[src/rtl/axis_bram_writer.sv]
// AXI4-Stream slave capturing one frame into BRAM port A.
// Define AXIS_BRAM_WRITER_WRAP_EN for ring-buffer mode with sts_wrap.
module axis_bram_writer #(
  parameter int AXIS_TDATA_WIDTH = 32,
  parameter int BRAM_DATA_WIDTH  = 32,
  parameter int BRAM_ADDR_WIDTH  = 14
) (
  input  logic                         aclk,
  input  logic                         areset,
  input  logic [BRAM_ADDR_WIDTH-1:0]   cfg_data,
  input  logic                         cfg_arm,
  output logic [BRAM_ADDR_WIDTH:0]     sts_data,
  output logic                         sts_busy,
  output logic                         sts_done,
`ifdef AXIS_BRAM_WRITER_WRAP_EN
  output logic                         sts_wrap,
`endif
  input  logic [AXIS_TDATA_WIDTH-1:0]  s_axis_tdata,
  input  logic                         s_axis_tvalid,
  input  logic                         s_axis_tlast,
  output logic                         s_axis_tready,
  output logic                         bram_porta_clk,
  output logic                         bram_porta_rst,
  output logic [BRAM_ADDR_WIDTH-1:0]   bram_porta_addr,
  output logic [BRAM_DATA_WIDTH-1:0]   bram_porta_wrdata,
  output logic [BRAM_DATA_WIDTH/8-1:0] bram_porta_we
);

  localparam int AW   = BRAM_ADDR_WIDTH;
  localparam int WE_W = BRAM_DATA_WIDTH / 8;

  typedef enum logic [1:0] {
    IDLE,
    WRITE,
    DONE
  } state_t;

  state_t        state_q, state_d;
  logic [AW:0]   cntr_q, cntr_d;
  logic [AW-1:0] last_q, last_d;
  logic          accept;
  logic          at_last;
`ifdef AXIS_BRAM_WRITER_WRAP_EN
  logic          wrap_q, wrap_d;
`endif

  assign accept  = s_axis_tvalid & s_axis_tready;
  assign at_last = (cntr_q[AW-1:0] == last_q);

  always_ff @(posedge aclk) begin
    if (areset) begin
      state_q <= IDLE;
      cntr_q  <= '0;
      last_q  <= '0;
`ifdef AXIS_BRAM_WRITER_WRAP_EN
      wrap_q  <= 1'b0;
`endif
    end else begin
      state_q <= state_d;
      cntr_q  <= cntr_d;
      last_q  <= last_d;
`ifdef AXIS_BRAM_WRITER_WRAP_EN
      wrap_q  <= wrap_d;
`endif
    end
  end

  always_comb begin
    state_d = state_q;
    cntr_d  = cntr_q;
    last_d  = last_q;
`ifdef AXIS_BRAM_WRITER_WRAP_EN
    wrap_d  = wrap_q;
`endif
    unique case (state_q)
      IDLE, DONE: begin
        if (cfg_arm) begin
          state_d = WRITE;
          cntr_d  = '0;
          last_d  = cfg_data;
`ifdef AXIS_BRAM_WRITER_WRAP_EN
          wrap_d  = 1'b0;
`endif
        end
      end
      WRITE: begin
        if (accept) begin
`ifdef AXIS_BRAM_WRITER_WRAP_EN
          // Ring mode: address limit wraps, only tlast ends
          if (at_last) begin
            cntr_d = '0;
            wrap_d = 1'b1;
          end else begin
            cntr_d = cntr_q + {{AW{1'b0}}, 1'b1};
          end
          if (s_axis_tlast)
            state_d = DONE;
`else
          cntr_d = cntr_q + {{AW{1'b0}}, 1'b1};
          if (at_last || s_axis_tlast)
            state_d = DONE;
`endif
        end
      end
      default: state_d = IDLE;
    endcase
  end

  assign s_axis_tready     = (state_q == WRITE);
  assign sts_busy          = (state_q == WRITE);
  assign sts_done          = (state_q == DONE);
  assign sts_data          = cntr_q;
`ifdef AXIS_BRAM_WRITER_WRAP_EN
  assign sts_wrap          = wrap_q;
`endif

  assign bram_porta_clk    = aclk;
  assign bram_porta_rst    = areset;
  assign bram_porta_addr   = cntr_q[AW-1:0];
  assign bram_porta_wrdata = s_axis_tdata;
  assign bram_porta_we     = {WE_W{accept}};

endmodule

[config.mk]
export PLATFORM = sky130hd
export DESIGN_NAME = axis_bram_writer
export DESIGN_NICKNAME = d
export VERILOG_FILES = /design/src/rtl/axis_bram_writer.sv
export SDC_FILE = /design/constraint.sdc
export NUM_CORES = 1
export LEC_CHECK = 0
export CAP_MARGIN = 20
export CELL_PAD_IN_SITES_DETAIL_PLACEMENT = 1
export CELL_PAD_IN_SITES_GLOBAL_PLACEMENT = 2
export CORE_ASPECT_RATIO = 0.7
export CORE_MARGIN = 2
export CORE_UTILIZATION = 20
export DETAILED_ROUTE_END_ITERATION = 7
export GPL_ROUTABILITY_DRIVEN = 0
export PLACE_DENSITY = 0.82
export SETUP_SLACK_MARGIN = 0.15
export SLEW_MARGIN = 25
export SYNTH_ARGS = -nofsm -noshare
export SYNTH_HDL_FRONTEND = slang
export SYNTH_SLANG_ARGS = --single-unit
[constraint.sdc]
create_clock -name aclk -period 4.3 [get_ports aclk]
set_input_delay 0.645 -clock aclk [delete_from_list [all_inputs] [get_ports aclk]]
set_output_delay 0.645 -clock aclk [all_outputs]
set_load 0.1 [all_outputs]
==> impl_metrics.yaml, run 1 <==
status:
  run_status: "completed"
pwr:
  power_density_nw_per_um2: 441.8
  peakVddDrop_v: 0.0003976
  leakage_uw: 0.0008049
detailed_routing:
  wl_mm: 5.102
  first_pass_iters: 4
  vias: 1506
  ant_nets: 0
  drcViolationCount: 0
  wl_per_cell_um: 14.13
  post_drt_via_cell_ratio: 4.172
  drt_iter0_drc: 34
floorplan:
  die_h_um: 84.97
  design.core.area_um2: 9071
  die_area_um2: 10170
  die_w_um: 119.7
  pin_count: 121
  initial_core_util_pct: 20.65
  rows: 29
sta:
  slew_violations: 0
  finalClockSkew_ns: 0.002267
  rsz0062_at_grt: "false"
  slew_headroom_pct: 33.82
  hold_violations: 0
  setup_violations: 0
  finalWorstSetupSlack_ns: 0.3012
  setup_tns_ns: 0
  tightest_slew_ns: 0.9896
critical_path:
  crit_type: "clock port to primary output"
  r2r_cells: 4
  rrSetupSlack_ns: 2.27
  worstSetupEndpointType: "primary output"
  cp_max_fo: 2
  start_kind: "clock port"
  timing.rr.end: "sts_data[11]"
  r2r-start: "state_q[0]"
  critPathRequiredTime_ns: 3.65
  arrival_ns: 3.35
synthesis:
  ys_top_cells_by_area: "dfxtp_1 (33%), buf_4 (21%), xnor2_1 (7.9%)"
  yosysSeqAreaShare_pct: 33.13
  yosysWarningCount: 0
  synthCells: 231
  ys.flop_type: "dfxtp_1"
  ys_ff_latch: 31
  synth_nets: 283
  ys_types: 40
  synth_edf_count: 0
  syn_area_per_cell_um2: 8.108
  synth_most_common_cell: "buf_4"
  yosys-top-cells-count: "buf_4 (53), nand2_1 (33), dfxtp_1 (31)"
  yosysTopAreaCell: "dfxtp_1"
  async_reset_ff_share_pct: 0
  yosys.area.top_type_share_pct: 33.13
  synthesis.area_um2: 1873
layout:
  antenna_cells: 0
  final_nets: 288
  drive_gt1_share_pct: 8.861
  final_cells: 361
  area_growth_pct: 26.85
  nFillCells: 1094
grt:
  grt_pass1_wl_mm: 7.990
  grt_pass1_vias: 1498
  antenna_found_initial: 0
  track_usage_pct: 10.34
  grt_max_degree: 24
  grt_overflow: 0
placement:
  io_buffers: 56
  placedCellCount: 350
  place_ws_ns: 0.5654
  dp_hpwl_mm: 3.798
clock_network:
  post_cts_resized: 0
  clk_latency_ns: 0.39
  clkSlewWorstSetupHoldPaths_ns: 0.05
  cts_tree: "done"
  cts_setup_buffers: 0
  cts_hold_buf: 0
hold_path:
  whs_path_depth: 2
  hp-start: "last_q[1]"
  whs_endpoint: "last_q[1]"
  hp-class: "flip-flop to flip-flop"
flow_run:
  maxCapViolCount: 0
==> placed cells by master (no fill, tap or decap), drive strengths merged, types with 2 or more instances in the layout <==
cell type,netlist,final
a21oi,22,22
dfxtp,31,31
nand4,5,5
a21o,2,2
nand2,34,34
xor2,4,4
nor2b,3,3
or4,2,2
o21ai,3,3
o211ai,2,2
a211oi,2,2
inv,3,3
nor2,12,12
o31ai,2,2
o2111ai,2,2
nand2b,2,2
xnor2,17,17
clkdlybuf4s50,0,51
buf,58,5
nand3b,2,2
nand3,4,4
clkbuf,3,11
or3,3,3
and2,2,2
==> layout make-up <==
cell class / count / area [um^2] / share of cell area [%]
Clock buffer: 12 / 241.5 / 10.16
Tap cell: 124 / 155.1 / 6.530
Multi-Input combinational cell: 136 / 809.5 / 34.07
Sequential cell: 31 / 620.6 / 26.12
Timing Repair Buffer: 55 / 538.0 / 22.64
Inverter: 3 / 11.26 / 0.4739
==> kinds of logic after synthesis <==
kind of cell,Yosys count,synth area share (%)
flops,31,33.13
compound gates,39,12.76
fa+ha+maj,1,0.6679
buf+inv,64,23.65
xor+xnor,21,9.819
simple gates,75,19.97
==> worst max-delay path, stage by stage <==
cell and delay (ns):
clkbuf_16 0.12, clkbuf_16 0.13, clkdlybuf4s50_1 0.96
==> sequential cells by signal (all words and copies together), names as in the netlist <==
name	flops
state_q	2
last_q	14
sts_data	15
==> per-layer routing <==
metal / global-route usage [%] / wire, um / vias up
met4: 4.706 / 68 / 0
met1: 13.39 / 2558 / 719
met5: 0 / 0 / -
met2: 15.01 / 2200 / 50
met3: 4.234 / 275 / 9
li1: - / - / 728
==> metrics by stage <==
| stage | total power [uW] | area [um^2] | hold WS, ns | util, % |
|---|---|---|---|---|
| 6_report | 1050 | 2376 | 0.4703 | 26.19 |
| 2_1_floorplan | 648.8 | 1873 | 0.4488 | - |
| 5_1_grt | 1096 | 2376 | 0.4994 | 26.19 |
| 3_5_place_dp | 549.6 | 2145 | 0.4655 | 23.64 |
| 3_3_place_gp | 546.9 | 2145 | 0.4573 | 23.64 |
| 4_1_cts | 1068 | 2376 | 0.4725 | 26.19 |
==> how the worst max path moves through the flow <==
| stage | start | end | slack (ns) |
|---|---|---|---|
| after floorplan | aclk | bram_porta_clk | 1.29 |
| after global placement | aclk | bram_porta_clk | 0.57 |
| after detailed placement | aclk | bram_porta_clk | 0.57 |
| after CTS | aclk | bram_porta_clk | 0.30 |
| after global routing | aclk | bram_porta_clk | 0.29 |
| final | aclk | bram_porta_clk | 0.30 |
==> report_power, final <==
group / total (uW) / switching (uW) / internal (uW)
Clock: 600 / 219 / 380
Sequential: 309 / 9.99 / 299
Combinational: 141 / 96.4 / 44.7
Total: 1050 / 326 / 724
Power figures use the tool's default switching activity.
==> run 2: changes to the inputs <==
- CELL_PAD_IN_SITES_DETAIL_PLACEMENT: 1 -> default
- CELL_PAD_IN_SITES_GLOBAL_PLACEMENT: 2 -> default
- CORE_UTILIZATION: 20 -> 39
- PLACE_DENSITY: 0.82 -> 0.83
==> run 2 against run 1 <==
Clock skew up 0.0016 ns. Final area shrank 8.0%. First-iteration DRC count grew to 2.5 times the previous value. Combinational power about the same. Critical path depth is the same. Die area decreased by 47%. Final cell count decreased by 19%. Power fell by 21%. Via count is 2.1% lower. Register-to-register slack improved by 0.06 ns. Non-clock buffer count stayed put. Utilization increased by 20 points.
==> impl_metrics.yaml, run 2 (synthesis gave the netlist of run 1 again) <==
placement:
  dp_hpwl_mm: 3.038
  io_buffers: 56
floorplan:
  initial_core_util_pct: 39.82
  die_w_um: 86.83
  die_h_um: 61.98
  die_area_um2: 5382
  rows: 21
  design.core.area_um2: 4703
  pin_count: 121
grt:
  grt_pass1_wl_mm: 6.686
  grt_overflow: 0
  track_usage_pct: 17.26
  antenna_found_initial: 0
  grt_max_degree: 24
  grt_pass1_vias: 1385
detailed_routing:
  post_drt_via_cell_ratio: 5.017
  drt_iter0_drc: 85
  ant_nets: 0
  wl_per_cell_um: 14.14
  drcViolationCount: 0
  wl_mm: 4.158
  vias: 1475
  first_pass_iters: 4
critical_path:
  path_buf_inv: 3
  critPathRequiredTime_ns: 3.65
  cp_max_fo: 2
  cp_top_family: "buffers and inverters"
  cpPeakStageDelay_ns: 0.95
  worst_path_max_delay_cell: "clkdlybuf4s50_1"
  crit_type: "clock port to primary output"
  worstSetupEndpointType: "primary output"
  crit_top_cell: "clkbuf_8"
  arrival_ns: 3.33
  cp-startpoint: "aclk"
  r2r-start: "state_q[0]"
  start_kind: "clock port"
  critical_path.cell_chain: "clkbuf_8 -> clkbuf_8 -> clkdlybuf4s50_1"
layout:
  final_common_cell: "clkdlybuf4s50_1"
  layout_common_cells: "clkdlybuf4s50_1 (51), nand2_1 (33), dfxtp_1 (31)"
  regArea_um2: 620.6
  nFillCells: 450
  final_nets: 288
  antenna_cells: 0
  multi_input_area_um2: 809.5
  largest_reg_flops: 15
  drive_gt1_share_pct: 9.283
  area_growth_pct: 16.70
  final_core_util_pct: 46.48
pwr:
  peakVddDrop_v: 0.0005499
  power_density_nw_per_um2: 380.5
  leakage_uw: 0.0007600
sta:
  setup_violations: 0
  rsz0062_at_grt: "false"
  tightest_slew_ns: 0.9785
  setup_tns_ns: 0
  hold_violations: 0
  slew_violations: 0
  finalClockSkew_ns: 0.003890
  slew_headroom_pct: 34.56
clock_network:
  cts_hold_buf: 0
  cts_tree: "done"
  clk_latency_ns: 0.39
  post_cts_resized: 0
  cts_setup_buffers: 0
  clkSlewWorstSetupHoldPaths_ns: 0.07
hold_path:
  hp-start: "last_q[8]"
  hp-class: "flip-flop to flip-flop"
flow_run:
  maxCapViolCount: 0
status:
  run_status: "completed"
## run 2: changes by cell type in the layout (fill, tap and decap cells not counted)
cell / change
clkbuf_1: -1
clkbuf_16: -8
clkbuf_8: +6
clkinv_2: +3
## run 2: layer usage
| layer | track usage (%) | vias up | part of all wire [%] |
|---|---|---|---|
| met5 | 0 | - | 0 |
| met4 | 10.27 | 0 | 1.7 |
| met3 | 7.794 | 7 | 8.1 |
| met2 | 23.77 | 67 | 44 |
| met1 | 22.28 | 671 | 47 |
| li1 | - | 730 | - |
## run 2: metrics by stage
step           area, um^2  total power (uW)  hold slack, ns  setup WS (ns)  cells
2_1_floorplan        1873             648.8          0.4488          1.293    231
3_3_place_gp         2061             542.5          0.4565         0.5654    283
3_5_place_dp         2061             545.0          0.4614         0.5654    283
4_1_cts              2186             839.3          0.4708         0.3149    294
5_1_grt              2186             866.1          0.4882         0.3003    294
6_report             2186             831.6          0.4686         0.3222    294
## run 2: layout make-up
type | count | area share [%]
multi-input cells | 136 | 37.03
inverters | 3 | 0.5152
flip-flops and latches | 31 | 28.39
clock buffers | 9 | 5.495
repair buffers | 55 | 24.61
well taps | 57 | 3.263
clock inverters | 3 | 0.6869
## run 2: path summary, 6_finish.rpt
check        depth (start not counted)  slack, ns             end
min                                  2       0.47       last_q[8]
max reg2reg                          4       2.33    sts_data[11]
min reg2reg                          2       0.47       last_q[8]
max                                  3       0.32  bram_porta_clk
## run 2: where the power goes
part	switching [uW]	internal (uW)
registers	10.0	298
clock network	200	185
logic	93.6	44.7
## run 2: worst register-to-register path, delay by kind of cell, from the launching register on
kind	cells	cell delay, ns
and+or+nand+nor	2	1.02
AOI/OAI and AO/OA	2	0.52
DFF	1	0.36
